<file path="src/rtl/cpu_pkg.sv">
// Shared CPU-core types for the instruction/data RAM port arbiter.
package cpu_pkg;

  localparam int DEF_ADDR_W = 32;
  localparam int DEF_DATA_W = 32;

  typedef enum logic {
    IDLE = 1'b0,
    WAIT = 1'b1
  } arb_state_t;

  typedef enum logic {
    OWNER_IF  = 1'b0,
    OWNER_MEM = 1'b1
  } owner_t;

endpackage

</file>
<file path="src/rtl/mem_arb_pick.sv">
// Winner selection between fetch and load/store requesters.
// MEM has priority unless the starvation guard has tripped while IF waits.
module mem_arb_pick (
  input  logic if_req,
  input  logic mem_req,
  input  logic starve_hit,
  output logic if_win,
  output logic mem_win
);

  // MEM wins unless IF is waiting and has been passed over too often
  always_comb begin
    mem_win = mem_req && (!if_req || !starve_hit);
    if_win  = if_req && !mem_win;
  end

endmodule

</file>
<file path="src/rtl/mem_port_arbiter.sv">
// Arbitrates the single-port instruction/data RAM between IF and MEM.
// Writes complete at the grant edge; reads hold the port for RD_LATENCY
// cycles and return data to the owner with a one-cycle rvalid pulse.
module mem_port_arbiter
  import cpu_pkg::*;
#(
  parameter int ADDR_W       = DEF_ADDR_W,
  parameter int DATA_W       = DEF_DATA_W,
  parameter int RD_LATENCY   = 2,
  parameter int STARVE_LIMIT = 4
) (
  input  logic              clk,
  input  logic              reset_n,
  input  logic              if_req,
  input  logic [ADDR_W-1:0] if_addr,
  output logic              if_gnt,
  output logic              if_rvalid,
  output logic [DATA_W-1:0] if_rdata,
  input  logic              mem_req,
  input  logic              mem_we,
  input  logic [ADDR_W-1:0] mem_addr,
  input  logic [DATA_W-1:0] mem_wdata,
  output logic              mem_gnt,
  output logic              mem_rvalid,
  output logic [DATA_W-1:0] mem_rdata,
  output logic              ram_en,
  output logic              ram_we,
  output logic [ADDR_W-1:0] ram_addr,
  output logic [DATA_W-1:0] ram_wdata,
  input  logic [DATA_W-1:0] ram_rdata,
  output logic              busy
);

  localparam logic [1:0] LAT_LOAD   = 2'(RD_LATENCY - 1);
  localparam logic [3:0] STARVE_MAX = 4'(STARVE_LIMIT);

  arb_state_t state_q;
  owner_t     owner_q;
  logic [1:0] lat_cnt_q;
  logic [3:0] starve_cnt_q;

  logic starve_hit;
  logic if_win;
  logic mem_win;
  logic in_idle;
  logic rd_fire;

  assign starve_hit = (starve_cnt_q >= STARVE_MAX);

  mem_arb_pick u_pick (
    .if_req     (if_req),
    .mem_req    (mem_req),
    .starve_hit (starve_hit),
    .if_win     (if_win),
    .mem_win    (mem_win)
  );

  // Grant, RAM strobe and read return, all gated by reset and state
  always_comb begin
    in_idle    = reset_n && (state_q == IDLE);
    busy       = reset_n && (state_q == WAIT);
    if_gnt     = in_idle && if_win;
    mem_gnt    = in_idle && mem_win;
    ram_en     = if_gnt || mem_gnt;
    ram_we     = mem_gnt && mem_we;
    ram_addr   = mem_gnt ? mem_addr : (if_gnt ? if_addr : '0);
    ram_wdata  = mem_gnt ? mem_wdata : '0;
    rd_fire    = busy && (lat_cnt_q == 2'd0);
    if_rvalid  = rd_fire && (owner_q == OWNER_IF);
    mem_rvalid = rd_fire && (owner_q == OWNER_MEM);
    if_rdata   = if_rvalid ? ram_rdata : '0;
    mem_rdata  = mem_rvalid ? ram_rdata : '0;
  end

  // Read FSM: a read grant parks the port in WAIT until the data returns
  always_ff @(posedge clk) begin
    if (!reset_n) begin
      state_q   <= IDLE;
      owner_q   <= OWNER_IF;
      lat_cnt_q <= '0;
    end else if (state_q == IDLE) begin
      if (ram_en && !ram_we) begin
        state_q   <= WAIT;
        owner_q   <= mem_gnt ? OWNER_MEM : OWNER_IF;
        lat_cnt_q <= LAT_LOAD;
      end
    end else if (lat_cnt_q == 2'd0) begin
      state_q <= IDLE;
    end else begin
      lat_cnt_q <= lat_cnt_q - 2'd1;
    end
  end

  // Count consecutive MEM wins over a waiting IF; any IF win or idle IF clears
  always_ff @(posedge clk) begin
    if (!reset_n) begin
      starve_cnt_q <= '0;
    end else if (if_gnt || !if_req) begin
      starve_cnt_q <= '0;
    end else if (mem_gnt && !starve_hit) begin
      starve_cnt_q <= starve_cnt_q + 4'd1;
    end
  end

  a_param_range : assert property (@(posedge clk)
    (RD_LATENCY >= 1) && (RD_LATENCY <= 4) && (STARVE_LIMIT >= 1) && (STARVE_LIMIT <= 15));

  a_gnt_onehot : assert property (@(posedge clk) disable iff (!reset_n)
    !(if_gnt && mem_gnt));

  a_no_gnt_busy : assert property (@(posedge clk) disable iff (!reset_n)
    busy |-> !(if_gnt || mem_gnt));

endmodule

</file>
<file path="config.mk">
export PLATFORM = sky130hd
export DESIGN_NAME = mem_port_arbiter
export DESIGN_NICKNAME = d
export VERILOG_FILES = /design/src/rtl/cpu_pkg.sv /design/src/rtl/mem_arb_pick.sv /design/src/rtl/mem_port_arbiter.sv
export SDC_FILE = /design/constraint.sdc
export NUM_CORES = 1
export LEC_CHECK = 0
export CAP_MARGIN = 10
export CORE_AREA = 2 2 104 106
export DETAILED_ROUTE_END_ITERATION = 8
export DIE_AREA = 0 0 106 108
export GPL_ROUTABILITY_DRIVEN = 0
export GPL_TIMING_DRIVEN = 0
export SYNTH_ARGS = -nofsm -noshare
export SYNTH_HDL_FRONTEND = slang
export SYNTH_SLANG_ARGS = --single-unit
export TNS_END_PERCENT = 5
</file>
<file path="constraint.sdc">
create_clock -name clk -period 1.7 [get_ports clk]
set_clock_uncertainty 0.05 [all_clocks]
set_input_delay 0.17 -clock clk [delete_from_list [all_inputs] [get_ports clk]]
set_output_delay 0.17 -clock clk [all_outputs]
set_load 0.05 [all_outputs]
</file>
## After elaboration in Yosys (flattened, before gate mapping)

Cells that the tools add are included.

- Bits in registers: 8
- Bits in latches: 0
- RAM bits: 0
- Bits in read-only memories: 0
- Input port bits: 133
- Output and inout bits: 135
- Word-level logic and storage cells: 47
- Memories kept: 0

- $add $sub $neg: 2
- Multipliers: 0
- Div/mod/pow operators: 0
- Order comparisons: 1
- Equal/unequal tests: 1
- Shift operators: 0
- Multiplexer cells: 12
- Bitwise operators: 3
- Reduce and logical (&&, ||, !) cells: 24

Operators with widths:

| kind | count |
|---|---|
| $mux W32 | 5 |
| $logic_and A1 B1 Y1 | 12 |
| $mux W2 | 3 |
| $add A4 B1 Y4 const B | 1 |
| $ge A4 B3 Y1 const B | 1 |
| $logic_not A1 Y1 | 4 |
| $mux W1 | 4 |
| $reduce_and A2 Y1 | 2 |
| $logic_or A1 B1 Y1 | 3 |
| $not A1 Y1 | 3 |
| $logic_not A2 Y1 | 1 |
| $ne A2 B2 Y1 const B | 1 |
| $reduce_bool A2 Y1 | 1 |
| $reduce_or A2 Y1 | 1 |
| $sub A2 B1 Y2 const B | 1 |

## Depth between registers and ports, before layout

Gate-level depths: netlist of run 1.

- Depth in word-level cells: 11
- Mapped depth: 6
- Depth with buffers taken out: 5

## By module

A second synthesis of run 1 with hierarchy kept.

- Cells, all modules: 199
- Area, all modules: 1417.6 µm²

By module, submodules not included:

| module | times used | cells an instance | area an instance (µm²) | sequential area each (µm²) |
|---|---|---|---|---|
| mem_port_arbiter | 1 | 196 | 1398.8 | 160.2 |
| mem_arb_pick | 1 | 3 | 18.8 | 0.0 |

## Worst setup path before layout of run 1

OpenSTA, ideal clock, no wires.

- Path kind: reg-to-output
- Start point: reg state_q
- End point: out mem_rdata[11]
- Arrival: 1943 ps
- Data required time: 1480 ps
- Path slack: -463 ps
- Cell stages (with the launch flop): 5
- Buffers on the path: 1
- Path through: dfxtp_1 -> and2_1 -> and3_2 -> buf_2 -> and2_1

- Word-level cells in the longest chain between the ends: 4

Ends and longest elaborated chain:

| what | RTL line | source |
|---|---|---|
| from (decl) | mem_port_arbiter.sv:37 | `arb_state_t state_q;` |
| from (signal assigned) | mem_port_arbiter.sv:78 | `state_q <= IDLE;` |
| from (signal assigned) | mem_port_arbiter.sv:83 | `state_q <= WAIT;` |
| from (signal assigned) | mem_port_arbiter.sv:88 | `state_q <= IDLE;` |
| $logic_and A1 B1 Y1 | mem_port_arbiter.sv:61 | `busy = reset_n && (state_q == WAIT);` |
| via busy | mem_port_arbiter.sv:31 | `output logic busy` |
| $logic_and A1 B1 Y1 | mem_port_arbiter.sv:68 | `rd_fire = busy && (lat_cnt_q == 2'd0);` |
| $logic_and A1 B1 Y1 | mem_port_arbiter.sv:70 | `mem_rvalid = rd_fire && (owner_q == OWNER_MEM);` |
| via mem_rvalid | mem_port_arbiter.sv:24 | `output logic mem_rvalid,` |
| $mux W32 | mem_port_arbiter.sv:72 | `mem_rdata = mem_rvalid ? ram_rdata : '0;` |
| to (decl) | mem_port_arbiter.sv:25 | `output logic [DATA_W-1:0] mem_rdata,` |

The timed path passes the listed nets, and every way through them passes these cells.

## Final worst setup path of run 1

- Start point: reg state_q
- End point: out ram_addr[22]

- Word-level cells in the longest chain between the ends: 5
- Elaborated cells on any way between the ends: 6
- Those cells by class: 2 x mux; 1 x bitwise; 3 x reduce/logical

Ends and longest elaborated chain:

| what | RTL line | source |
|---|---|---|
| $not A1 Y1 (no source line) (*) | -- |  |
| $logic_and A1 B1 Y1 (*) | mem_port_arbiter.sv:60 | `in_idle = reset_n && (state_q == IDLE);` |
| $logic_and A1 B1 Y1 | mem_port_arbiter.sv:62 | `if_gnt = in_idle && if_win;` |
| $mux W32 | mem_port_arbiter.sv:66 | `ram_addr = mem_gnt ? mem_addr : (if_gnt ? if_addr : '0);` |
| $mux W32 (*) | mem_port_arbiter.sv:66 |  |
| to (decl) | mem_port_arbiter.sv:28 | `output logic [ADDR_W-1:0] ram_addr,` |

Mark *: on every way between the ends. The rest lies on a longest branch, timed or not.

==> results of run 1 <==
what timing repair did:
action / CTS / global route
pin swaps: 46 / 31
setup buffers: 7 / 0
endpoints found under the setup margin: 135 / 130
resized for setup: 1012 / 73
gates cloned: 4 / 3
registers in the layout, summed over array words and instances, names as in the netlist:
register and cells:
starve_cnt_q 4, lat_cnt_q 2, owner_q 1, state_q 1
layer usage:
metal	vias up	global-route usage, %
li1	1240	-
met1	1181	17.5
met2	111	29.4
met3	13	2.77
met4	0	3.20
met5	-	0
cells in the mapped netlist (all sizes together):
master | number | area [µm²]
o32ai | 1 | 8.76
and3b | 1 | 8.76
a22o | 32 | 298
nor2b | 1 | 6.26
a21boi | 1 | 7.51
nand3b | 3 | 35.0
and3 | 2 | 13.8
o211ai | 1 | 7.51
nor3b | 2 | 26.3
or3 | 2 | 12.5
inv | 2 | 7.51
ha | 2 | 25.0
dfxtp | 8 | 160
o31ai | 1 | 7.51
and2 | 98 | 613
clkbuf | 4 | 20.0
a31oi | 1 | 6.26
nand3 | 2 | 10.0
xnor2 | 1 | 8.76
o21ai | 3 | 15.0
o21a | 3 | 23.8
a21oi | 2 | 10.0
or2 | 1 | 6.26
nor2 | 6 | 35.0
buf | 13 | 109
nand2 | 1 | 3.75
kinds of logic after synthesis:
logic type | count (synthesis) | share of synthesized area (%)
buffers and inverters | 19 | 9.18
DFF | 8 | 10.8
adders and majority gates | 2 | 1.68
xor gates and xnor gates | 1 | 0.590
AOI/OAI and AO/OA | 45 | 25.9
and+or+nand+nor | 119 | 51.9
report_power, final:
part / total [mW] / internal (mW) / switching, mW / leakage [nW]
Clock: 0.232 / 0.154 / 0.0786 / 0.0216
Sequential: 0.198 / 0.191 / 0.00667 / 0.0678
Combinational: 1.28 / 0.661 / 0.616 / 2.22
stage by stage:
| step | cells | hold WS (ps) | setup WS [ps] |
|---|---|---|---|
| 6_report | 614 | 311 | -104 |
| 5_1_grt | 614 | 339 | -168 |
| 4_1_cts | 611 | 388 | -116 |
| 3_5_place_dp | 597 | 430 | -1050 |
| 3_3_place_gp | 597 | 394 | -1030 |
| 2_1_floorplan | 194 | 273 | -81.6 |
area by class of cell:
| class | instances | area, µm² | share of cell area (%) |
|---|---|---|---|
| sequential | 8 | 173 | 3.35 |
| multi-input combinational | 168 | 1410 | 27.3 |
| clock buffer | 3 | 41.3 | 0.801 |
| timing repair buffer | 280 | 3120 | 60.6 |
| tap | 136 | 170 | 3.30 |
| buffer | 17 | 231 | 4.49 |
| inverter | 2 | 7.51 | 0.146 |
path summary, 6_finish.rpt:
check	from	end	slack [ps]	cells past startpoint
worst max-delay path	state_q	ram_addr[22]	-100	6
worst min-delay path	reset_n	state_q	310	3
worst max register to register	starve_cnt_q[3]	lat_cnt_q[1]	250	4
worst min register to register	lat_cnt_q[1]	lat_cnt_q[1]	430	2
worst max-delay path, stage by stage, from the launching register on:
cell and delay, ps:
dfxtp_4 360, nand3b_4 190, nor2_4 180, buf_12 160, clkbuf_16 140, a22o_1 150
buf_6 160
==> reports/metrics.yaml, run 1 <==
drt:
  avgViaCountPerCell: 4.14
  wl_per_cell_um: 16.2
  vias: 2545
  route.met3.wl_um: 571
  wl_met1_mm: 3.73
  detail_route.iter0.violations: 104
  top_layer: "met4"
  ant_nets: 0
  finalWirelength_mm: 9.95
  dr_wl_met2_mm: 5.48
  detail_route.first_pass.iterations: 4
  drc_errors: 0
synth:
  ys_types: 34
  ys_seq_area_share_pct: 10.8
  synth_seq_cells: 8
  syn_area_per_cell_um2: 7.66
  netlist_instances: 194
  netlist_area_mm2: 0.00149
  yosys_warnings: 0
  syn-num-nets: 329
place:
  place.port_buffers: 267
  hpwl_mm: 7.96
  dpl-instance-area_mm2: 0.00436
timing:
  slew_violations: 0
  rsz0062_at_grt: "true"
  max_slew.worst_pin.slew_ps: 512
  hold_viol_final: 0
  max-slew-margin-rel_pct: 66.0
  setup_tns_ps: -5060
  setup_ws_ps: -104
  finalCritPeriodShare_pct: 106
  period_needed_ps: 1800
  setup_viol: 91
  timing.fmax_mhz: 554
clock_network:
  clock_sinks: 8
  worstSkewPairLatency_ps: 230
  cts_tree: "yes"
  ctsHoldBuffers: 0
  path_clk_slew_ps: 40
  cts_buffers: 3
  cts-root-buf: "clkbuf_8"
  clk_path_buf_depth: 2
  ctsHtreeMaxLevel: 1
cells_and_area:
  final_cell_mix: "129 x clkdlybuf4s50_1, 81 x buf_6, 70 x and2_4, 57 x buf_8, 30 x a22o_1"
  antenna_cells: 0
  syn2layout_area_growth_pct: 247
  final_common_cell: "clkdlybuf4s50_1"
  final_core_util_pct: 50.4
  drive_above_1_share_pct: 53.8
  final_area_mm2: 0.00515
  fill_cells: 910
  nNetsFinal: 615
die:
  io_pins: 268
  core_mm2: 0.0102
  die_h_um: 108
  die_x_um: 106
  initial_core_util_pct: 14.5
  die_area_mm2: 0.0114
  rows: 37
worst_setup_path:
  critPathRequiredTime_ps: 1480
  critPathKind: "register to output port"
  startpoint_type: "register"
  critical_path_peak_fanout: 8
  arrival_ps: 1580
  end_kind: "output port"
power:
  leakage_nw: 2.31
  p_total_mw: 1.71
  power.density_mw_per_mm2: 331
  ir_drop_v: 0.000201
run_status:
  status: "complete, but fails checks"
  violations: "negative setup slack"
grt:
  grt_pass1_wl_mm: 14.0
  overflow: 0
  grt_max_degree: 11
  antenna_found_initial: 0
  grt_use_total_pct: 15.2
  grt_pass1_vias: 2600
flow_run:
  max_cap_violations: 0
worst_hold_path:
  hold_class: "input port to register"
No activity file was read; power rests on OpenSTA's default activity.
==> run 2, diff against run 1 <==
--- a/config.mk
+++ b/config.mk
@@ -10,7 +10,6 @@
 export DETAILED_ROUTE_END_ITERATION = 8
 export DIE_AREA = 0 0 106 108
 export GPL_ROUTABILITY_DRIVEN = 0
-export GPL_TIMING_DRIVEN = 0
 export SYNTH_ARGS = -nofsm -noshare
 export SYNTH_HDL_FRONTEND = slang
 export SYNTH_SLANG_ARGS = --single-unit
==> run 2 against run 1 <==
Against the previous run:
- the run still ends with negative setup slack left
- maximum frequency hardly changed
- combinational power is 24% higher
- cell count is 0.98% higher
- global-route usage is 3.3 points higher
- worst setup slack better by 0.70 ps
- critical endpoint is now ram_addr[2]
- largest cell class unchanged
==> reports/metrics.yaml, run 2 (same netlist as run 1, synthesis figures left out) <==
cells_and_area:
  syn2layout_area_growth_pct: 341
  reg.largest.list: "starve_cnt_q: 4 flops, lat_cnt_q: 2 flops"
  fin_cells: 620
  nNetsFinal: 621
  drive_above_1_share_pct: 62.6
  top_register: "starve_cnt_q"
  seqCellArea_um2: 164
  antenna_cells: 0
  multi_input_area_mm2: 0.00167
  final_cell_mix: "141 x buf_12, 129 x clkdlybuf4s50_1, 87 x and2_4, 26 x a22o_4, 19 x buf_4"
  fill_cells: 753
  largest_register_ffs: 4
  final_common_cell: "buf_12"
die:
  io_pins: 268
  initial_core_util_pct: 14.5
  die_area_mm2: 0.0114
  rows: 37
  core_mm2: 0.0102
  die_x_um: 106
  die_h_um: 108
drt:
  detail_route.iter0.violations: 94
  drc_errors: 0
  detail_route.first_pass.iterations: 4
  finalWirelength_mm: 11.7
  ant_nets: 0
  avgViaCountPerCell: 4.20
  wl_per_cell_um: 18.8
  vias: 2605
worst_setup_path:
  crit_slowest_cell: "dfxtp_2"
  r2r_start: "state_q"
  rrSetupSlack_ps: 250
  worst_r2r_endpoint: "owner_q"
  arrival_ps: 1580
  critPathKind: "register to output port"
  startpoint_type: "register"
  critPathLaunch: "state_q"
  r2r_cells: 5
  critical_path_peak_fanout: 17
  critPathRequiredTime_ps: 1480
  worstSetupEndpoint: "ram_addr[2]"
  cpPeakStageDelay_ps: 320
  end_kind: "output port"
  path_cells: "buf_6 -> nand3b_4 -> nor2_4 -> buf_4 -> clkbuf_16 -> a22o_4 -> buf_12"
clock_network:
  ctsHtreeMaxLevel: 1
  path_clk_slew_ps: 40
  worstSkewPairLatency_ps: 230
  cts_buffers: 3
  clock_sinks: 8
  cts-root-buf: "clkbuf_8"
  ctsHoldBuffers: 0
  clk_path_buf_depth: 2
  cts_tree: "yes"
timing:
  setup_ws_ps: -104
  finalCritPeriodShare_pct: 106
  hold_ws_ps: 420
  timing.fmax_mhz: 554
  max_slew.worst_pin.slew_ps: 315
  max-slew-margin-rel_pct: 79.0
  rsz0062_at_grt: "true"
  hold_viol_final: 0
  period_needed_ps: 1800
  slew_violations: 0
  setup_viol: 67
place:
  hpwl_mm: 8.96
  place.port_buffers: 267
  dp.cells: 598
power:
  ir_drop_v: 0.000256
  p_total_mw: 2.02
  power.density_mw_per_mm2: 309
  leakage_nw: 2.75
grt:
  grt_pass1_vias: 2664
  antenna_found_initial: 0
  grt_pass1_wl_mm: 16.3
  overflow: 0
  grt_max_degree: 36
  grt_use_total_pct: 18.5
run_status:
  violations: "negative setup slack"
  status: "complete, but fails checks"
worst_hold_path:
  hold_class: "input port to register"
flow_run:
  max_cap_violations: 0
==> run 2: what timing repair did <==
item / CTS / global route
gates cloned: 4 / 2
pin swaps: 80 / 38
resized for setup: 96 / 31
setup buffers: 12 / 1
endpoints found under the setup margin: 132 / 129
==> run 2: power by group <==
part / internal (mW) / switching (mW) / total, mW
Clock: 0.154 / 0.0790 / 0.233
Sequential: 0.195 / 0.00412 / 0.199
Combinational: 0.893 / 0.699 / 1.59
Total: 1.24 / 0.783 / 2.02
==> run 2: routing by layer <==
layer  GRT usage, %  vias to the layer above  wire, µm
met5              0                        -         0
met4           4.89                        0       261
met3           4.70                       18       803
met2           36.4                      118      6650
met1           19.6                     1220      3960
li1               -                     1249         -
==> run 2: through the flow <==
step                util [%]  setup TNS (ps)  worst slack (ps)  cell area (µm²)
finish                  63.9           -4470              -104             6540
global route            63.9          -11600              -160             6540
CTS                     61.6           -6040              -106             6310
detailed placement      56.4          -32010              -432             5770
global placement        56.4          -30560              -393             5770
floorplan                  -            -814             -81.6             1510
==> run 2: critical path, delay by kind of cell (launching register included) <==
kind | cells | cell delay, ps
flip-flops | 1 | 320
buffers and inverters | 4 | 570
AND/OR/NAND/NOR | 2 | 180
AO/OA/AOI/OAI | 1 | 270
==> run 2: final cells by class <==
class                      instances  area share [%]
clock buffer                       3           0.631
inverter                           2           0.115
multi-input combinational        168            25.6
sequential                         8            2.51
tap                              136            2.60
timing repair buffer             303            68.6
==> run 2: worst min path at each step <==
stage / startpoint / to / slack (ps) / cells after the start
floorplan: if_req / starve_cnt_q[3] / 270 / 1
CTS: if_req / starve_cnt_q[3] / 420 / 3
finish: if_req / starve_cnt_q[3] / 420 / 3
global route: if_req / starve_cnt_q[3] / 430 / 3
global placement: lat_cnt_q[1] / lat_cnt_q[1] / 390 / 2
detailed placement: lat_cnt_q[1] / lat_cnt_q[1] / 420 / 2
==> run 3, diff against run 2 <==
--- a/config.mk
+++ b/config.mk
@@ -12,5 +12,6 @@
 export GPL_ROUTABILITY_DRIVEN = 0
 export SYNTH_ARGS = -nofsm -noshare
 export SYNTH_HDL_FRONTEND = slang
+export SYNTH_HIERARCHICAL = 1
 export SYNTH_SLANG_ARGS = --single-unit
 export TNS_END_PERCENT = 5
==> run 3 against run 2 <==
Against the previous run:
- the run still ends with negative setup slack left
- non-clock buffer count rose by 6
- power shrank 2.3%
- utilization increased by 1.6 points
- highest routed layer unchanged
- critical path depth increased by 3
==> reports/metrics.yaml, run 3 <==
flow_run:
  max_cap_violations: 0
synth:
  ys.flop_type: "dfxtp_1"
  synth_top_area_share_pct: 42.8
  ys_seq_area_share_pct: 11.3
  ys_types: 29
  synth_edf_count: 0
  synth.area.top_cells: "and2_1 43%, a22o_1 20%, dfxtp_1 11%"
  netlist_top_cells_count: "97 x and2_1, 32 x a22o_1, 10 x inv_1"
  yosys_warnings: 6
  syn_area_per_cell_um2: 7.12
  synth_most_common_cell: "and2_1"
  netlist_area_mm2: 0.00142
  synthArstFlopShare_pct: 0
  netlist_instances: 199
  post-synth-top-area-cell: "and2_1"
  syn-num-nets: 334
  synth_seq_cells: 8
clock_network:
  cts_buffers: 3
  path_clk_slew_ps: 40
  clock_sinks: 8
  worstSkewPairLatency_ps: 220
  cts-root-buf: "clkbuf_8"
  clk_path_buf_depth: 2
  cts_tree: "yes"
  ctsHtreeMaxLevel: 1
grt:
  antenna_found_initial: 0
  grt_pass1_wl_mm: 15.0
  grt_use_met3_pct: 4.16
  use_met2_pct: 35.8
  grt_max_degree: 34
  busiest_layer: "met2"
  gr-usage-met1_pct: 16.1
  grt_pass1_vias: 2846
  overflow: 0
  grt_use_total_pct: 16.6
power:
  p_seq_share_pct: 10.2
  p_total_mw: 1.98
  power.density_mw_per_mm2: 295
  power.clock.fraction_pct: 11.0
  ir_drop_v: 0.000311
  power_switching_mw: 0.739
  p_sw_share_pct: 37.4
  p_comb_share_pct: 78.8
  leakage_nw: 2.85
  intPower_mw: 1.24
timing:
  hold_viol_final: 0
  setup_viol: 69
  timing.fmax_mhz: 477
  setup_ws_ps: -398
  rsz0062_at_grt: "true"
  max_slew.worst_pin.slew_ps: 352
  finalCritPeriodShare_pct: 123
  slew_violations: 0
  period_needed_ps: 2100
  max-slew-margin-rel_pct: 76.4
cells_and_area:
  drive_above_1_share_pct: 65.6
  final_cell_mix: "141 x buf_12, 129 x clkdlybuf4s50_1, 84 x and2_4, 28 x a22o_4, 19 x buf_4"
  final_area_mm2: 0.00671
  final_core_util_pct: 65.5
  antenna_cells: 0
  top_register: "starve_cnt_q"
  fin_cells: 630
  nNetsFinal: 631
  final_common_cell: "buf_12"
  reg.largest.list: "starve_cnt_q: 4 flops, lat_cnt_q: 2 flops"
  fill_cells: 766
  largest_register_ffs: 4
  syn2layout_area_growth_pct: 373
worst_setup_path:
  critPathRequiredTime_ps: 1480
  arrival_ps: 1880
  startpoint_type: "register"
  critical_path_peak_fanout: 8
  end_kind: "output port"
  path_cells: "nor2_4 -> inv_2 -> inv_2 -> a21boi_2 -> nand3b_1 -> nor2_4 -> buf_4 -> buf_16 -> a22o_2 -> buf_12"
  critPathKind: "register to output port"
  crit_slowest_cell: "dfxtp_2"
  cpPeakStageDelay_ps: 340
  crit_cells: 10
  critPathTopFamily: "buffers and inverters"
  r2r_cells: 9
  cp_num_buf_inv: 5
drt:
  wl_per_cell_um: 17.2
  drc_errors: 0
  finalWirelength_mm: 10.8
  detail_route.first_pass.iterations: 4
  avgViaCountPerCell: 4.19
  vias: 2638
  detail_route.iter0.violations: 43
  ant_nets: 0
run_status:
  violations: "negative setup slack"
  status: "complete, but fails checks"
place:
  dpl-instance-area_mm2: 0.00580
  place.port_buffers: 267
  pre_cts_slack_ps: -322
  hpwl_mm: 8.21
  dp.cells: 604
die:
  die_h_um: 108
  core_mm2: 0.0102
  io_pins: 268
  die_area_mm2: 0.0114
  rows: 37
  initial_core_util_pct: 13.9
  die_x_um: 106
worst_hold_path:
  hold_class: "register to register"
  holdPathStages: 2
==> run 3: cell types whose count changed after synthesis, sizes merged, moves of 2 or more <==
cell | previous run | this run
nand2 | 1 | 3
inv | 2 | 11
o21a | 3 | 0
nor3b | 2 | 0
a21oi | 2 | 4
a21boi | 1 | 3
==> run 3: area by class of cell <==
type / instances / area (µm²) / area share [%]
Timing Repair Buffer: 309 / 4630 / 69.0
Multi-Input combinational cell: 163 / 1640 / 24.5
Tap cell: 136 / 170 / 2.54
Sequential cell: 8 / 168 / 2.50
Inverter: 11 / 56.3 / 0.840
Clock buffer: 3 / 41.3 / 0.616
==> run 3: path summary, 6_finish.rpt <==
check | from | slack (ps) | endpoint
setup / recovery | starve_cnt_q[2] | -400 | ram_addr[28]
hold / removal | starve_cnt_q[3] | 420 | starve_cnt_q[3]
setup reg to reg | starve_cnt_q[2] | -130 | starve_cnt_q[0]
hold reg to reg | starve_cnt_q[3] | 420 | starve_cnt_q[3]
==> run 3: metal layers <==
metal,vias up,share of wire [%],wire [µm]
met5,-,0,0
met4,0,0.99,107
met3,6,8.6,936
met2,166,58,6330
met1,1192,32,3480
li1,1274,-,-
==> run 3: tightest hold or removal path, cell delays in order, from the launching register on <==
cell     delay, ps
dfxtp_2        320
inv_1           70
nor2_1          40
==> run 3: power groups by stage <==
stage | clock network [mW] | registers [mW] | logic [mW]
finish | 0.218 | 0.202 | 1.56
global route | 0.237 | 0.202 | 1.62
CTS | 0.223 | 0.201 | 1.47
detailed placement | 0 | 0.204 | 1.34
global placement | 0 | 0.203 | 1.33
floorplan | 0 | 0.202 | 0.522
==> run 3: kinds of logic (layout without fill, tap and decap cells) <==
kind of cell | Yosys count | count (layout) | synth area share, %
adder cells (fa/ha/maj) | 2 | 2 | 1.76
flip-flops | 8 | 8 | 11.3
AO/OA/AOI/OAI | 47 | 47 | 26.8
AND/OR/NAND/NOR | 114 | 114 | 50.1
buffers and inverters | 28 | 323 | 9.97
==> run 3: per-stage QoR <==
stage,TNS (ps),hold WS (ps)
3_5_place_dp,-19820,395
5_1_grt,-27210,452
6_report,-19590,424
3_3_place_gp,-16570,390
2_1_floorplan,-5120,319
4_1_cts,-19870,406
==> run 3: repair_timing <==
item                                    CTS  global route
hold buffers                              0             0
gates resized for setup                  72            82
buffers inserted                          6             8
pin swaps                                34            27
gates cloned                              7             2
endpoints found under the setup margin  133           128
